### src/rtl/fetch_queue_pkg.sv
// fetch_queue_pkg: nop head values and predictor metadata field layout shared by fetch and decode.
package fetch_queue_pkg;
  localparam logic [31:0] NOP_INSTR = 32'h0000_0013;
  localparam logic [31:0] NOP_PC = 32'h0000_0000;
  localparam logic [31:0] NOP_NPC = 32'h0000_0000;
  localparam logic NOP_COMMIT = 1'b0;
  localparam int FQ_HIST_W = 8;
  localparam int FQ_META_W = FQ_HIST_W + 4;
  localparam int META_TRAIN_PREDICT = 0;
  localparam int META_TRAIN_VALID = 1;
  localparam int META_HIST_LSB = 2;
  localparam int META_GLOBAL_PRED = FQ_HIST_W + 2;
  localparam int META_LOCAL_PRED = FQ_HIST_W + 3;
endpackage

### src/rtl/fetch_queue_ram.sv
// fq_ram: entry storage with one synchronous write port and one asynchronous read port; not reset.
module fq_ram #(
  parameter int DEPTH = 4,
  parameter int W = 109,
  parameter int AW = $clog2(DEPTH)
) (
  input  logic          clk_i,
  input  logic          we,
  input  logic [AW-1:0] waddr,
  input  logic [W-1:0]  wdata,
  input  logic [AW-1:0] raddr,
  output logic [W-1:0]  rdata
);
  logic [W-1:0] r_mem [DEPTH];
  always_ff @(posedge clk_i) if (we) r_mem[waddr] <= wdata;
  assign rdata = r_mem[raddr];
endmodule

### src/rtl/fetch_queue.sv
// fetch_queue: DEPTH-entry FWFT circular buffer between fetch and decode with valid/ready and flush.
module fetch_queue
  import fetch_queue_pkg::*;
#(
  parameter int DEPTH = 4,
  parameter int INSTR_W = 32,
  parameter int PC_W = 32,
  parameter int HIST_W = 8,
  parameter int META_W = HIST_W + 4,
  parameter int CNT_W = $clog2(DEPTH + 1)
) (
  input  logic               clk_i,
  input  logic               rst,
  input  logic               flush_i,
  input  logic               F_valid_i,
  output logic               F_ready_o,
  input  logic [INSTR_W-1:0] F_instr_i,
  input  logic [PC_W-1:0]    F_PC_i,
  input  logic [PC_W-1:0]    F_nPC_i,
  input  logic               F_commit_i,
  input  logic [META_W-1:0]  F_meta_i,
  output logic               FD_valid_o,
  input  logic               D_ready_i,
  output logic [INSTR_W-1:0] FD_instr_o,
  output logic [PC_W-1:0]    FD_PC_o,
  output logic [PC_W-1:0]    FD_nPC_o,
  output logic               FD_commit_o,
  output logic [META_W-1:0]  FD_meta_o,
  output logic [CNT_W-1:0]   count_o
);
  localparam int AW = $clog2(DEPTH);
  localparam int EW = INSTR_W + 2 * PC_W + 1 + META_W;
  logic [AW-1:0] r_rd_ptr, r_wr_ptr;
  logic [CNT_W-1:0] r_count;
  logic w_full, w_empty, w_push, w_pop;
  logic [EW-1:0] w_rd_data;
  logic [INSTR_W-1:0] w_instr;
  logic [PC_W-1:0] w_pc, w_npc;
  logic w_commit;
  logic [META_W-1:0] w_meta;
  assign w_full = r_count == CNT_W'(DEPTH);
  assign w_empty = r_count == '0;
  // Ready depends only on occupancy so it never combinationally follows D_ready_i.
  assign F_ready_o = ~w_full;
  assign FD_valid_o = ~w_empty;
  assign w_push = F_valid_i & ~w_full & ~flush_i;
  assign w_pop = ~w_empty & D_ready_i & ~flush_i;
  assign count_o = r_count;
  always_ff @(posedge clk_i or posedge rst) begin
    if (rst) begin
      r_rd_ptr <= '0;
      r_wr_ptr <= '0;
      r_count <= '0;
    end else if (flush_i) begin
      r_rd_ptr <= '0;
      r_wr_ptr <= '0;
      r_count <= '0;
    end else begin
      r_wr_ptr <= w_push ? r_wr_ptr + AW'(1) : r_wr_ptr;
      r_rd_ptr <= w_pop ? r_rd_ptr + AW'(1) : r_rd_ptr;
      r_count <= r_count + CNT_W'(w_push) - CNT_W'(w_pop);
    end
  end
  fq_ram #(.DEPTH(DEPTH), .W(EW), .AW(AW)) u_ram (
    .clk_i(clk_i),
    .we(w_push),
    .waddr(r_wr_ptr),
    .wdata({F_instr_i, F_PC_i, F_nPC_i, F_commit_i, F_meta_i}),
    .raddr(r_rd_ptr),
    .rdata(w_rd_data)
  );
  assign {w_instr, w_pc, w_npc, w_commit, w_meta} = w_rd_data;
  assign FD_instr_o = w_empty ? INSTR_W'(NOP_INSTR) : w_instr;
  assign FD_PC_o = w_empty ? PC_W'(NOP_PC) : w_pc;
  assign FD_nPC_o = w_empty ? PC_W'(NOP_NPC) : w_npc;
  assign FD_commit_o = w_empty ? NOP_COMMIT : w_commit;
  assign FD_meta_o = w_empty ? '0 : w_meta;
  always @(posedge clk_i) if (!rst) assert (!(F_valid_i && F_ready_o && w_full) && !(w_pop && w_empty));
endmodule

### config.mk
export PLATFORM = sky130hd
export DESIGN_NAME = fetch_queue
export DESIGN_NICKNAME = d
export VERILOG_FILES = /design/src/rtl/fetch_queue_pkg.sv /design/src/rtl/fetch_queue_ram.sv /design/src/rtl/fetch_queue.sv
export SDC_FILE = /design/constraint.sdc
export NUM_CORES = 1
export LEC_CHECK = 0
export ABC_AREA = 1
export CAP_MARGIN = 20
export CORE_AREA = 2 2 184 186
export DETAILED_ROUTE_END_ITERATION = 10
export DIE_AREA = 0 0 186 188
export DONT_BUFFER_PORTS = 1
export PLACE_DENSITY = 0.72
export SYNTH_ARGS = -nofsm -noshare
export SYNTH_HDL_FRONTEND = slang
export SYNTH_HIERARCHICAL = 1
export SYNTH_SLANG_ARGS = --single-unit
### constraint.sdc
create_clock -name clk_i -period 19.65 [get_ports clk_i]
set_clock_uncertainty 0.15 [all_clocks]
set_input_delay 3.93 -clock clk_i [delete_from_list [all_inputs] [get_ports clk_i]]
set_output_delay 3.93 -clock clk_i [all_outputs]
set_load 0.005 [all_outputs]
==> results of run 1 <==
[layout make-up]
type                            count  area [um^2]
Clock buffer                       52         1150
Clock inverter                     28          254
Fill cell                        2585        11800
Inverter                          559         2110
Tap cell                          448          561
Multi-Input combinational cell    912         3790
Sequential cell                   443        13300
Timing Repair Buffer               15          133
[report_power, final]
group | internal (uW) | switching [uW]
clock network | 483 | 336
registers | 1100 | 38.2
logic | 178 | 500
[sequential cells by signal, indices dropped and copies added, names as in the netlist]
register / count
u_ram/r_mem: 436
count_o: 3
r_rd_ptr: 2
r_wr_ptr: 2
[logic make-up (layout without fill, tap and decap cells)]
kind of cell,Yosys count,count (layout),share of synthesized area [%]
compound gates,1,1,0.0256
fa+ha+maj,3,3,0.230
buf+inv,641,654,12.9
flops,443,443,67.8
simple gates,908,908,19.0
[path summary, 6_finish.rpt]
path                            slack, ps            endpoint  cells past startpoint
worst max register to register      15720  u_ram/r_mem[3][53]                      8
worst max-delay path                11910       FD_instr_o[1]                      6
min in group asynchronous            3080         r_rd_ptr[1]                      1
worst min register to register        490         r_wr_ptr[1]                      2
worst min-delay path                  490         r_wr_ptr[1]                      2
max in group asynchronous           16020         r_rd_ptr[0]                      1
[routing by layer]
layer | routed length, um | up-vias
met5 | 0 | -
met4 | 944 | 0
met3 | 3520 | 60
met2 | 19400 | 357
met1 | 15700 | 5696
li1 | - | 6029
[Yosys cell counts]
library cell / n / area, um^2
a21oi_1: 1 / 5.00
buf_1: 9 / 33.8
buf_2: 57 / 285
buf_4: 4 / 30.0
buf_6: 3 / 33.8
clkbuf_1: 9 / 33.8
clkinv_1: 1 / 3.75
dfrtp_1: 7 / 175
edfxtp_1: 436 / 13100
fa_1: 1 / 20.0
ha_1: 2 / 25.0
inv_1: 555 / 2080
inv_2: 2 / 7.51
inv_4: 1 / 6.26
nand2_1: 560 / 2100
nand2_4: 1 / 11.3
nand3_1: 223 / 1120
nand4_1: 4 / 25.0
nor2_1: 111 / 417
nor2_2: 1 / 6.26
nor3_1: 4 / 20.0
or2_1: 3 / 18.8
or2_2: 1 / 6.26
[per-stage QoR]
stage | setup slack [ps] | power [uW] | util, % | instances | hold WS (ps)
global placement | 12440 | 1820 | 59.9 | 2376 | 476
finish | 11910 | 2640 | 64.3 | 2457 | 493
CTS | 11870 | 2660 | 64.2 | 2456 | 495
floorplan | 7230 | 1700 | - | 1996 | 402
detailed placement | 12440 | 1840 | 59.9 | 2376 | 487
global route | 11660 | 2800 | 64.3 | 2457 | 546
[tightest hold or removal path, cell delays in order, from the launching register on]
cell and delay, ps:
dfrtp_1 440, nand3_1 110, nand2_1 50
==> metrics, run 1 <==
#FFs+latches synth 443; gr ovfl total 0; leakage 0.00991 uW; CTS Hold Bufs 0; Initial Util 59.1%; initial antenna violation count 0; reg2reg start count_o[1]; Slew Limit Fails 0; Cell Pwr Density 124 nW/um^2; cells after synthesis 1996; post-layout minimum cycle time 7740 ps; relative slew slack 28.6%; routing usage on met3 6.99%; DR pass1 iterations 5; die height 188 um; # IOs 228; Worst Path Buf+Inv 2; Max VDD drop 103 uV; Worst Tran Pin Value 1070 ps; post-DP HPWL 21800 um; clock slew at reported path FFs 60 ps; CP Cell Sequence inv_6 -> buf_4 -> nand2_1 -> nand3_1 -> nand2_1 -> or2_1; worst hold path type reg2reg; Mapped Avg Cell Area 9.80 um^2; residual DRC count 0; run status finished, final reports clean; commonest non-fill, non-tap cell in the layout nand2_1; fin area 21300 um^2; CTS Root Cell clkbuf_16; busiest layer in global routing met2; routed vias/inst 4.94; hold_sp r_wr_ptr[1]; Critical Path Start r_rd_ptr[0]; Yosys cell types 23; startpoint class of the critical path register; H-tree depth 2; RSZ-0062 raised after global routing no; CTS resizes 0; Die ar. 35000 um^2; most frequent CP cell nand2_1; nets 2093; gpl congestion 0.755; Avg WL per Cell 16.1 um; Setup CP Type reg2out; Syn-to-layout area delta 8.78%; syn_nets 2113; CTS tree yes; met1 GRT Util 27.9%; Max Root-Sink Buffers 3; CP peak stage delay 870 ps; ratio of final minimum period to clock period 39.4%; Diodes inserted 0; setup TNS 0 ps; Final ANT Viol Nets 0; GRT Overall Usage 23.0%; share of cells above drive strength 1 4.43%; Crit. End Element output port; chip width 186 um; Max Cap Violations 0; CP required 15570 ps; vias after detailed routing 12100; postcts setup bufs 0; crit path max-delay cell type buf_4; mapped cell area 19600 um^2; Initial DRC Count 935; vias in the first global route 12100; Cell Area, Placed 19800 um^2; critical path peak fanout 131; post-synthesis sequential area ratio 67.8%; Sinks on Clock Net 443; Arr. time, crit path 3660 ps; family with the most delay on the worst path buffers and inverters; Yosys warnings 6; core area 33100 um^2; TritonCTS Buffers 45; largest net degree at the start of global routing 132; clk_lat worst skew 530 ps; # setup viols final 0; most frequent cells in the layout 560 x nand2_1, 555 x inv_1, 436 x edfxtp_1, 223 x nand3_1, 111 x nor2_1; # port buffers 0; Post-Route WL 39500 um; row count 67; final hold vios 0; Max Clk Rate 129 MHz; first-pass GRT wire length 62200 um; met2 Usage GRT 39.5%
Power figures use the tool's default switching activity.
==> inputs of run 2 (changes only) <==
==> constraint.sdc (replaced) <==
create_clock -name clk_i -period 7.7 [get_ports clk_i]
set_clock_uncertainty 0.15 [all_clocks]
set_input_delay 1.54 -clock clk_i [delete_from_list [all_inputs] [get_ports clk_i]]
set_output_delay 1.54 -clock clk_i [all_outputs]
set_load 0.005 [all_outputs]
==> metrics, run 2 (synthesized netlist as in run 1, its figures left out) <==
run status finished, final reports clean (unchanged); critical path peak fanout 135 (was 131); fin area 21300 um^2 (about the same); core area 33100 um^2 (unchanged); Worst Tran Pin Value 1080 ps (was 1070 ps); routed vias/inst 4.96 (was 4.94); nets 2092 (was 2093); post-layout util 64.3% (about the same); Initial DRC Count 831 (was 935); Cell Pwr Density 316 nW/um^2 (was 124 nW/um^2); gpl congestion 0.754 (was 0.755); post-DP HPWL 22100 um (was 21800 um); Crit. End Element output port (unchanged); relative slew slack 27.9% (was 28.6%); Syn-to-layout area delta 8.83% (was 8.78%); residual DRC count 0 (unchanged); met2 WL 19100 um (was 19400 um); Final ANT Viol Nets 0 (unchanged); post-layout minimum cycle time 5070 ps; Setup CP Type reg2out (unchanged); GRT Overall Usage 22.2% (was 23.0%); Sinks on Clock Net 443 (unchanged); CTS Root Cell clkbuf_16 (unchanged); Arr. time, crit path 3380 ps (was 3660 ps); clock slew at reported path FFs 60 ps (about the same); row count 67 (unchanged); most frequent cells in the layout 560 x nand2_1, 555 x inv_1, 436 x edfxtp_1, 223 x nand3_1, 111 x nor2_1 (unchanged); Max Cap Violations 0 (unchanged); DR pass1 iterations 5 (unchanged); vias in the first global route 12100 (about the same); RSZ-0062 raised after global routing no (unchanged); share of cells above drive strength 1 4.14% (was 4.43%); met3 wire length 3560 um (was 3520 um); CTS Hold Bufs 0 (unchanged); TritonCTS Buffers 45 (unchanged); largest net degree at the start of global routing 136 (was 132); Max Used Layer met4 (unchanged); final hold vios 0 (unchanged); Power, Total 6720 uW (was 2640 uW); Initial Util 59.1% (unchanged); vias after detailed routing 12200 (was 12100); Max VDD drop 256 uV (was 103 uV); Placed Cells 2376 (unchanged); CP required 6010 ps (was 15570 ps); commonest non-fill, non-tap cell in the layout nand2_1 (unchanged); CTS resizes 0 (unchanged); Diodes inserted 0 (unchanged); worst hold path type reg2reg (unchanged); Max Root-Sink Buffers 3 (unchanged); clk_lat worst skew 530 ps (about the same); leakage 0.00990 uW (was 0.00991 uW); die height 188 um (unchanged); Avg WL per Cell 15.9 um (was 16.1 um); Die ar. 35000 um^2 (unchanged); fin cells 2454 (was 2457); setup TNS 0 ps (unchanged); ratio of final minimum period to clock period 65.8%; Top reg by flops u_ram/r_mem (unchanged); wl on met1 15400 um (was 15700 um); # setup viols final 0 (unchanged); max reg flops 436 (unchanged); startpoint class of the critical path register (unchanged); first-pass GRT wire length 60300 um (was 62200 um); chip width 186 um (unchanged); Max Clk Rate 197 MHz; Post-Route WL 39000 um (was 39500 um); # port buffers 0 (unchanged); initial antenna violation count 0 (unchanged); Slew Limit Fails 0 (unchanged); Cell Area, Placed 19900 um^2 (was 19800 um^2); postcts setup bufs 0 (unchanged); # IOs 228 (unchanged); H-tree depth 2 (unchanged); gr ovfl total 0 (unchanged); CTS tree yes (unchanged)
## run 2: cell types whose count changed in the layout (fill, tap and decap cells not counted), moves of 2 or more
cell       previous run  this run
buf_4                14        12
clkbuf_16            45        47
clkinv_1             12        14
clkinv_2             11         4
## run 2: area by class of cell
cell class	instances	area [um^2]
Sequential cell	443	13300
Tap cell	448	561
Inverter	559	2110
Clock buffer	55	1210
Multi-Input combinational cell	912	3790
Timing Repair Buffer	14	138
Fill cell	2507	11800
Clock inverter	23	205
## run 2: worst paths after layout
path                              from                 end  slack [ps]  depth (start not counted)
max                        r_rd_ptr[0]        FD_meta_o[6]        2630                          7
min                        r_wr_ptr[1]         r_wr_ptr[1]         490                          2
max reg2reg                 count_o[1]  u_ram/r_mem[1][71]        4670                          7
min reg2reg                r_wr_ptr[1]         r_wr_ptr[1]         490                          2
max in group asynchronous          rst         r_rd_ptr[0]        6450                          1
min in group asynchronous          rst          count_o[0]         690                          1
## run 2: layer usage
layer	vias up	GRT usage, %
li1	6030	-
met1	5702	26.1
met2	369	38.4
met3	73	7.44
met4	0	7.06
met5	-	0
## run 2: where the power goes
group          switching (uW)  total [uW]  internal [uW]
clock network             846        2080           1240
registers                78.2        2890           2820
logic                    1290        1740            453
total                    2210        6720           4510
## run 2: through the flow
stage | hold slack (ps) | worst slack, ps
floorplan | 402 | -2330
detailed placement | 481 | 3220
finish | 493 | 2630
global placement | 467 | 3290
CTS | 492 | 2640
global route | 531 | 2380
## run 2: critical path, stage by stage, from the launching register on
cell and delay (ps):
dfrtp_4 630, inv_6 720, buf_4 830, nand2_1 110
nand3_1 100, nand2_1 60, inv_1 100, nor2_1 70
==> inputs of run 3 (changes only) <==
==> constraint.sdc (replaced) <==
create_clock -name clk_i -period 5.25 [get_ports clk_i]
set_clock_uncertainty 0.15 [all_clocks]
set_input_delay 1.05 -clock clk_i [delete_from_list [all_inputs] [get_ports clk_i]]
set_output_delay 1.05 -clock clk_i [all_outputs]
set_load 0.005 [all_outputs]
==> metrics, run 3 (synthesized netlist as in run 1, its figures left out) <==
fin area 21200 um^2 (was 21300 um^2); row count 67 (unchanged); CTS Root Cell clkbuf_16 (unchanged); Top reg by flops u_ram/r_mem (unchanged); max reg flops 436 (unchanged); post-layout minimum cycle time 4130 ps; Cell Area, Placed 19900 um^2 (about the same); fin cells 2452 (was 2454); most frequent cells in the layout 560 x nand2_1, 555 x inv_1, 436 x edfxtp_1, 223 x nand3_1, 111 x nor2_1 (unchanged); met2 WL 19300 um (was 19100 um); Sinks on Clock Net 443 (unchanged); share of cells above drive strength 1 4.14% (about the same); # setup viols final 0 (unchanged); reg2reg start count_o[1] (unchanged); Worst R2R Setup Slack 2560 ps (was 4670 ps); worst setup path endpoint FD_nPC_o[25] (was FD_meta_o[6]); Initial DRC Count 893 (was 831); clock slew at reported path FFs 60 ps (about the same); CP peak stage delay 900 ps (was 830 ps); DR pass1 iterations 5 (unchanged); largest net degree at the start of global routing 222 (was 136); postcts setup bufs 0 (unchanged); Arr. time, crit path 2930 ps (was 3380 ps); TritonCTS Buffers 44 (was 45); Crit. End Element output port (unchanged); vias in the first global route 11800 (was 12100); gr ovfl total 0 (unchanged); clk_lat worst skew 530 ps (about the same); Worst Path Buf+Inv 3 (unchanged); Diodes inserted 0 (unchanged); startpoint class of the critical path register (unchanged); post-DP HPWL 22000 um (was 22100 um); Slew Limit Fails 0 (unchanged); crit path max-delay cell type inv_4 (was buf_4); final hold vios 0 (unchanged); Critical Path Start r_rd_ptr[1] (was r_rd_ptr[0]); multi-input logic area 3820 um^2 (was 3790 um^2); Initial Util 59.1% (unchanged); worst hold path type in2async (was reg2reg); chip width 186 um (unchanged); CTS tree yes (unchanged); Crit path depth 6 (was 7); met3 wire length 3440 um (was 3560 um); family with the most delay on the worst path buffers and inverters (unchanged); residual DRC count 0 (unchanged); CP Cell Sequence inv_4 -> buf_4 -> nand3_1 -> nand2_1 -> inv_1 -> nor2_1 (was inv_6 -> buf_4 -> nand2_1 -> nand3_1 -> nand2_1 -> inv_1 -> nor2_1); # port buffers 0 (unchanged); RSZ-0062 raised after global routing no (unchanged); commonest non-fill, non-tap cell in the layout nand2_1 (unchanged); die height 188 um (unchanged); FF-to-FF path depth 7 (unchanged); Max Clk Rate 242 MHz; Power, Total 9620 uW (was 6720 uW); Syn-to-layout area delta 8.29% (was 8.83%); initial antenna violation count 0 (unchanged); Final ANT Viol Nets 0 (unchanged); gpl congestion 0.823 (was 0.754); H-tree depth 2 (unchanged); CTS resizes 0 (unchanged); relative slew slack 16.0% (was 27.9%); nets 2093 (was 2092); Max Used Layer met4 (unchanged); Post-Route WL 39500 um (was 39000 um); fillers 2550 (was 2507); critical path peak fanout 80 (was 135); Max Root-Sink Buffers 3 (unchanged); register area 13300 um^2 (unchanged); ratio of final minimum period to clock period 78.8%; CTS Hold Bufs 0 (unchanged); Setup CP Type reg2out (unchanged); wl on met1 15900 um (was 15400 um); core area 33100 um^2 (unchanged); Max Cap Violations 0 (unchanged); run status finished, final reports clean (unchanged); Avg WL per Cell 16.1 um (was 15.9 um); CP required 4050 ps (was 6010 ps); GRT Overall Usage 22.5% (was 22.2%); # IOs 228 (unchanged); Max VDD drop 337 uV (was 256 uV); RR Endpoint u_ram/r_mem[1][65] (was u_ram/r_mem[1][71]); vias after detailed routing 12100 (was 12200); routed vias/inst 4.94 (was 4.96); leakage 0.00986 uW (was 0.00990 uW); Placed Cells 2378 (was 2376); Cell Pwr Density 454 nW/um^2 (was 316 nW/um^2); first-pass GRT wire length 60600 um (was 60300 um); Die ar. 35000 um^2 (unchanged); Worst Tran Pin Value 1260 ps (was 1080 ps)
[run 3: cell types whose count changed in the layout (fill, tap and decap cells not counted), sizes merged]
cell	previous run	this run
buf	14	16
bufinv	4	0
clkbuf	55	59
clkinv	18	15
inv	559	558
[run 3: how the worst min path moves through the flow]
stage	end	start	cells past startpoint	slack (ps)
after floorplan	r_rd_ptr[1]	r_rd_ptr[1]	2	400
after global placement	r_wr_ptr[0]	r_wr_ptr[0]	2	520
after detailed placement	count_o[0]	count_o[0]	3	530
after CTS	count_o[0]	rst	1	190
after global routing	count_o[0]	rst	1	200
final	count_o[2]	rst	1	200
[run 3: layer usage]
layer	GRT usage, %	up-vias
met2	38.7	375
met5	0	-
met3	6.37	60
li1	-	6045
met4	6.90	0
met1	27.4	5631
[run 3: final cells by class]
type,instances,share of cell area [%]
Sequential cell,443,62.7
Clock buffer,59,5.75
Tap cell,448,2.65
Inverter,559,9.95
Multi-Input combinational cell,912,18.0
Clock inverter,15,0.313
Timing Repair Buffer,16,0.626
[run 3: stage by stage]
step           util (%)  worst slack [ps]  TNS [ps]  hold WS (ps)
2_1_floorplan         -              -963   -419900           403
3_5_place_dp       60.1              1710         0           528
6_report           64.0              1120         0           197
4_1_cts            64.0              1120         0           188
5_1_grt            64.0               987         0           202
3_3_place_gp       60.1              1730         0           519
[run 3: report_power, final]
group	switching, uW	internal (uW)
logic	1920	666
clock network	1210	1610
registers	86.6	4130
total	3210	6410
